--- src/rtl/ifu.sv ---
// Instruction fetch unit: PC register, single-outstanding imem read, registered {inst, pc} to decode.
// Optional performance counters are enabled with the IFU_PERF_CNT_EN macro.
module ifu #(
    parameter int                XLEN     = 32,
    parameter logic [XLEN-1:0]   RESET_PC = 32'h8000_0000
) (
    input  logic            clk,
    input  logic            rst,
    output logic            imem_req_valid,
    input  logic            imem_req_ready,
    output logic [XLEN-1:0] imem_req_addr,
    input  logic            imem_resp_valid,
    input  logic [XLEN-1:0] imem_resp_data,
    input  logic            redirect_valid,
    input  logic [XLEN-1:0] redirect_pc,
    output logic            out_valid,
    input  logic            out_ready,
    output logic [XLEN-1:0] out_inst,
`ifdef IFU_PERF_CNT_EN
    output logic [XLEN-1:0] out_pc,
    output logic [31:0]     perf_fetch_cnt,
    output logic [31:0]     perf_stall_cnt
`else
    output logic [XLEN-1:0] out_pc
`endif
);

    typedef enum logic [1:0] {
        ST_REQ  = 2'd0,
        ST_WAIT = 2'd1,
        ST_HOLD = 2'd2
    } state_e;

    localparam logic [XLEN-1:0] INST_BYTES = XLEN'(32'd4);

    state_e          state_q, state_d;
    logic [XLEN-1:0] pc_q, pc_d;
    logic            kill_q, kill_d;
    logic            out_valid_q, out_valid_d;
    logic [XLEN-1:0] out_inst_q, out_inst_d;
    logic [XLEN-1:0] out_pc_q, out_pc_d;

    // Next-state logic; a redirect takes priority over every other event.
    always_comb begin
        state_d     = state_q;
        pc_d        = pc_q;
        kill_d      = kill_q;
        out_valid_d = out_valid_q;
        out_inst_d  = out_inst_q;
        out_pc_d    = out_pc_q;
        case (state_q)
            ST_REQ: begin
                if (redirect_valid) begin
                    pc_d = redirect_pc;
                    if (imem_req_ready) begin
                        // old-address request is already accepted; its response must be dropped
                        state_d = ST_WAIT;
                        kill_d  = 1'b1;
                    end else begin
                        state_d = ST_REQ;
                    end
                end else if (imem_req_ready) begin
                    state_d = ST_WAIT;
                end else begin
                    state_d = ST_REQ;
                end
            end
            ST_WAIT: begin
                if (redirect_valid) begin
                    pc_d = redirect_pc;
                    if (imem_resp_valid) begin
                        state_d = ST_REQ;
                        kill_d  = 1'b0;
                    end else begin
                        kill_d  = 1'b1;
                    end
                end else if (imem_resp_valid) begin
                    if (kill_q) begin
                        state_d = ST_REQ;
                        kill_d  = 1'b0;
                    end else begin
                        state_d     = ST_HOLD;
                        out_valid_d = 1'b1;
                        out_inst_d  = imem_resp_data;
                        out_pc_d    = pc_q;
                    end
                end else begin
                    state_d = ST_WAIT;
                end
            end
            ST_HOLD: begin
                if (redirect_valid) begin
                    pc_d        = redirect_pc;
                    state_d     = ST_REQ;
                    out_valid_d = 1'b0;
                end else if (out_ready) begin
                    pc_d        = pc_q + INST_BYTES;
                    state_d     = ST_REQ;
                    out_valid_d = 1'b0;
                end else begin
                    state_d = ST_HOLD;
                end
            end
            default: begin
                state_d     = ST_REQ;
                kill_d      = 1'b0;
                out_valid_d = 1'b0;
            end
        endcase
    end

    // State and output registers.
    always_ff @(posedge clk) begin
        if (rst) begin
            state_q     <= ST_REQ;
            pc_q        <= RESET_PC;
            kill_q      <= 1'b0;
            out_valid_q <= 1'b0;
            out_inst_q  <= '0;
            out_pc_q    <= '0;
        end else begin
            state_q     <= state_d;
            pc_q        <= pc_d;
            kill_q      <= kill_d;
            out_valid_q <= out_valid_d;
            out_inst_q  <= out_inst_d;
            out_pc_q    <= out_pc_d;
        end
    end

    assign imem_req_valid = (state_q == ST_REQ);
    assign imem_req_addr  = pc_q;
    assign out_valid      = out_valid_q;
    assign out_inst       = out_inst_q;
    assign out_pc         = out_pc_q;

`ifdef IFU_PERF_CNT_EN
    logic [31:0] perf_fetch_q, perf_fetch_d;
    logic [31:0] perf_stall_q, perf_stall_d;

    // Fetch counts consumed instructions; stall counts memory wait and decode back-pressure.
    always_comb begin
        if (out_valid_q && out_ready && !redirect_valid) begin
            perf_fetch_d = perf_fetch_q + 32'd1;
        end else begin
            perf_fetch_d = perf_fetch_q;
        end
        if ((state_q == ST_WAIT) || ((state_q == ST_HOLD) && !out_ready)) begin
            perf_stall_d = perf_stall_q + 32'd1;
        end else begin
            perf_stall_d = perf_stall_q;
        end
    end

    // Counter registers.
    always_ff @(posedge clk) begin
        if (rst) begin
            perf_fetch_q <= 32'd0;
            perf_stall_q <= 32'd0;
        end else begin
            perf_fetch_q <= perf_fetch_d;
            perf_stall_q <= perf_stall_d;
        end
    end

    assign perf_fetch_cnt = perf_fetch_q;
    assign perf_stall_cnt = perf_stall_q;
`endif

endmodule
--- config.mk ---
export PLATFORM = sky130hd
export DESIGN_NAME = ifu
export DESIGN_NICKNAME = d
export VERILOG_FILES = /design/src/rtl/ifu.sv
export SDC_FILE = /design/constraint.sdc
export NUM_CORES = 1
export LEC_CHECK = 0
export ABC_AREA = 0
export CORE_MARGIN = 3
export CORE_UTILIZATION = 44
export CTS_CLUSTER_SIZE = 25
export DETAILED_ROUTE_END_ITERATION = 10
export HOLD_SLACK_MARGIN = 0.1
export PLACE_DENSITY = 0.8
export SLEW_MARGIN = 20
export SYNTH_ARGS = -nofsm -noshare
export SYNTH_HDL_FRONTEND = slang
export SYNTH_SLANG_ARGS = --single-unit
export TNS_END_PERCENT = 30
--- constraint.sdc ---
create_clock -name clk -period 3.2 [get_ports clk]
set_input_delay 0.32 -clock clk [delete_from_list [all_inputs] [get_ports clk]]
set_output_delay 0.32 -clock clk [all_outputs]
set_load 0.01 [all_outputs]
After elaboration in Yosys (flattened, before gate mapping)
Index checks and enable logic that the tools add are counted.
{"block": "totals", "latch_bits": 0, "inputBits": 70, "output_inout_bits": 98, "reg_bits": 100, "mem_bits_ro": 0, "ramBits": 0, "n_memories": 0}
{"block": "classes", "mux": 24, "addsub": 1, "shifts": 0, "magnitude_cmp": 0, "div_mod_pow": 0, "reduce_logical": 7, "multipliers": 0, "bitwise_logic": 4, "eq_ne": 11}
{"operator": "2-to-1 mux 32 bit", "n": 3}
{"operator": "case mux 32 bit (2 select lines)", "n": 1}
{"operator": "adder 32 x 3 -> 32 bit, second input constant", "n": 1}
{"operator": "2-to-1 mux 2 bit", "n": 6}
{"operator": "2-to-1 mux 1 bit", "n": 11}
{"operator": "inequality test 3 bit, second input constant", "n": 3}
{"operator": "AND reduction 4 bit", "n": 2}
{"operator": "inequality test 2 x 1 -> 1 bit, second input constant", "n": 3}
{"operator": "inequality test 2 bit, second input constant", "n": 3}
{"operator": "case mux 1 bit (3 select lines)", "n": 2}
{"operator": "case mux 2 bit (3 select lines)", "n": 1}
{"operator": "AND reduction 5 bit", "n": 1}
{"operator": "inverter 1 bit", "n": 4}
{"operator": "AND reduction 3 bit", "n": 1}
{"operator": "equality test 2 x 1 -> 1 bit, second input constant", "n": 1}
{"operator": "equality test 2 bit, second input constant", "n": 1}
{"operator": "logical NOT 2 bit", "n": 1}
{"operator": "nonzero test 2 bit", "n": 1}
{"operator": "OR reduction 2 bit", "n": 1}

Longest topological paths before layout
{"block": "logic_depth", "depth_word": 4, "ltp_mapped": 8, "mapped_depth_nobuf": 6}

Worst setup path after synthesis
OpenSTA, ideal clock, no wires.
{"block": "synth_path", "kind": "register to register", "startpoint": "register pc_q[7] (netlist: imem_req_addr[7])", "endpoint": "register pc_q[31] (netlist: imem_req_addr[31])", "setup_ns": 0.115, "required_ns": 3.085, "n_path_buf": 0, "stages_incl_launch_ff": 6, "period_less_slack_ns": 2.544, "setup_slack_ns": 0.656, "arrival_ns": 2.428, "cell_sequence": "dfxtp_1 > nand4_2 > or4_4 > or4_4 > or4_1 > and3_1"}
{"block": "synth_via", "elab_chain_cells": 4}
{"item": "from (decl)", "line_no": "37", "source": "logic [XLEN-1:0] pc_q, pc_d;"}
{"item": "from (signal assigned)", "line_no": "123", "source": "pc_q <= pc_d;"}
{"item": "adder 32 x 3 -> 32 bit", "line_no": "97", "source": "pc_d = pc_q + INST_BYTES;"}
{"item": "2-to-1 mux 32 bit", "line_no": "96", "source": "end else if (out_ready) begin"}
{"item": "2-to-1 mux 32 bit", "line_no": "92", "source": "if (redirect_valid) begin"}
{"item": "case mux 32 bit (2 select lines)", "line_no": "51", "source": "case (state_q)"}
Every way passes these cells. The select of a mux whose other input is x is not followed.
A chain may end at the register's enable or synchronous reset.

Worst setup path after layout
Same ends and word-level chain as after synthesis.

==> insert_results.sql <==
INSERT INTO impl_metrics (metric_group, metric, value, unit) VALUES
('cts', 'ctsHoldBuffers', '0', ''),
('place', 'place_congestion', '0.867', ''),
('cts', 'cts.clk_slew.worst_paths', '0.09', 'ns'),
('synth', 'synth_compound_gate_area_share', '0.201', ''),
('routing', 'number_of_drc_markers_after_the_initial_detailed_route_iteration', '371', ''),
('synth', 'yosys.area_share.simple', '0.284', ''),
('routing', 'wl', '13700', 'µm'),
('cts', 'clock_tree.htree_level_count', '3', ''),
('die', 'ios', '168', ''),
('synth', 'part_of_the_yosys_area_used_for_sequential_elements', '0.455', ''),
('die', 'floorplan_die_height', '106', 'µm'),
('power_and_ir_drop', 'total_power', '0.00241', 'W'),
('sta', 'finalCriticalPeriod', '2.67', 'ns'),
('synth', 'synthCells', '586', ''),
('die', 'start_util', '0.463', ''),
('synth', 'netlist.top_cell.by_area', 'dfxtp_1', ''),
('place', 'numPortBuffers', '167', ''),
('synth', 'ys_types', '47', ''),
('cts', 'cts_num_sinks', '100', ''),
('synth', 'postSynthRegisterBits', '100', ''),
('cts', 'tritoncts_clock_tree', 'built', ''),
('min_path', 'min-delay-path-class', 'in2reg', ''),
('die', 'placement_rows', '35', ''),
('final_layout', 'layout.filler_cells', '837', ''),
('critical_path', 'slowest_stage', 'or4_4', ''),
('critical_path', 'worstPathArrival', '2.94', 'ns'),
('critical_path', 'worst_r2r_path_depth', '5', ''),
('global_route', 'antenna_found_initial', '0', ''),
('global_route', 'first_global_vias', '4305', ''),
('cts', 'clock_latency', '0.36', 'ns'),
('sta', 'setup_repair_after_global_routing_missed_its_margin', 'no', ''),
('sta', 'worstMarginPinSlew', '0.890', 'ns'),
('global_route', 'grt_pass1_wl', '22200', 'µm'),
('die', 'dieWidth', '106', 'µm'),
('final_layout', 'finalNetCount', '801', ''),
('die', 'design.die.area', '11200', 'µm²'),
('power_and_ir_drop', 'total_leakage_power', '2.13', 'nW'),
('power_and_ir_drop', 'maximum_vdd_ir_drop', '0.000240', 'V'),
('cts', 'cts_resized', '0', ''),
('sta', 'relSlewSlack', '0.406', ''),
('synth', 'synth.top_cells.by_count', 'nand2_1 (160), dfxtp_1 (100), a21oi_1 (87), clkbuf_1 (40), nor2_1 (30)', ''),
('critical_path', 'criticalPathCategory', 'reg2reg', ''),
('routing', 'viasPerCell', '5.46', ''),
('synth', 'cell_area_after_technology_mapping', '4400', 'µm²'),
('synth', 'synthXorXnorAreaFrac', '0', ''),
('critical_path', 'critical_path_required', '3.46', 'ns'),
('die', 'design.core.area', '9500', 'µm²'),
('critical_path', 'path_cells', 'nand4_2 -> or4_4 -> or4_4 -> or4_1 -> and3_1', ''),
('run', 'maxCapViolCount', '0', ''),
('synth', 'synth_edf_count', '0', ''),
('cts', 'cts-root-to-sink-buffers', '2', ''),
('routing', 'routed-via-count', '4713', ''),
('sta', 'fin_worst_skew', '0.00712', 'ns'),
('synth', 'post_synth_adder_cell_area', '0.00284', ''),
('critical_path', 'max_stage_delay', '0.62', 'ns'),
('cts', 'cts_root_buffer', 'clkbuf_8', ''),
('sta', 'setup_viol_count_final', '0', ''),
('global_route', 'globalRoute.totalOverflow', '0', ''),
('synth', 'ys_async_sr_fraction', '0', ''),
('synth', 'synth.net_count', '657', ''),
('sta', 'final-hold-violation-count', '0', ''),
('synth', 'post-synth-top-count-cell', 'nand2_1', ''),
('critical_path', 'cp-end-kind', 'register', ''),
('critical_path', 'start_kind', 'register', ''),
('min_path', 'worst_hold_path.num_cells', '2', ''),
('status', 'result_of_the_run', 'complete, no violations', ''),
('synth', 'synth_largest_type_area_fraction', '0.455', ''),
('synth', 'synth.top_cells.by_area', 'dfxtp_1 (45%), nand2_1 (14%), a21oi_1 (9.9%)', ''),
('routing', 'drtAntennaViolNets', '0', ''),
('routing', 'firstDrtPassIters', '5', ''),
('final_layout', 'layout-area-overhead-vs-synth', '43.9', '%');
-- final timing paths --
kind / startpoint / end / slack [ns]
worst min-delay path: rst / kill_q / 0.37
worst min register to register: out_pc[6] / out_pc[6] / 0.46
worst max register to register: imem_req_addr[7] / imem_req_addr[31] / 0.53
worst max-delay path: imem_req_addr[7] / imem_req_addr[31] / 0.53
-- kinds of logic after synthesis --
kind of cell / count (synthesis)
compound gates: 155
mux: 7
fa+ha+maj: 1
simple gates: 275
buf+inv: 48
flops: 100
-- per-layer routing --
layer  vias up  GRT usage  wire (µm)
li1       2321          -          -
met1      2168      0.322       5660
met2       200      0.396       6650
met3        24     0.0437       1090
met4         0     0.0870        303
met5         -          0          0
-- power by group --
group / leakage [nW] / internal (W) / switching, W
Combinational: 1.23 / 0.000190 / 0.000149
Clock: 0.0878 / 0.000287 / 0.000445
Sequential: 0.814 / 0.00128 / 0.0000567
-- worst max-delay path, delay by kind of cell, from the launching register on --
kind	cells	cell delay, ns
and+or+nand+nor	5	2.09
DFF	1	0.49
-- flip-flops by register name, summed over array words and instances, names as in the netlist --
| signal | flops |
|---|---|
| out_pc | 32 |
| imem_req_addr | 32 |
| state_q | 2 |
| kill_q | 1 |
| out_valid | 1 |
| out_inst | 32 |
-- layout make-up --
cell class / instances / share of cell area
multi-input combinational: 438 / 0.352
sequential: 100 / 0.316
timing repair buffer: 177 / 0.277
tap: 129 / 0.0255
clock buffer: 9 / 0.0195
clock inverter: 6 / 0.00730
inverter: 4 / 0.00237
-- stage by stage --
stage           util  instance area, µm²  setup WS (ns)  hold WS, ns  instances
2_1_floorplan      -                4400          0.656        0.456        586
3_3_place_gp   0.649                6170          0.613        0.441        848
3_5_place_dp   0.649                6170          0.561        0.446        848
4_1_cts        0.667                6340          0.553        0.371        863
5_1_grt        0.667                6340          0.451        0.403        863
6_report       0.667                6340          0.527        0.367        863
-- cells in the final DEF, fill, tap and decap left out, types with 3 or more instances in the layout --
master and instances:
a21oi_1 86, dfxtp_1 100, clkdlybuf4s50_1 166, buf_4 10
o21ai_0 28, a22oi_1 4, nand2b_1 4, or4_1 7
nor2_1 30, nand4_1 6, a32o_1 4, nor3_1 5
nand2_1 159, clkbuf_8 9, a21o_1 3, nor4_1 6
nand3_1 23, and4_1 3, or3_1 6, a31oi_1 9
and2_1 4, mux2_2 3, o22ai_1 4, a211oi_1 4
inv_1 3, and3_1 5, mux2i_1 4
No activity file was read; power rests on OpenSTA's default activity.
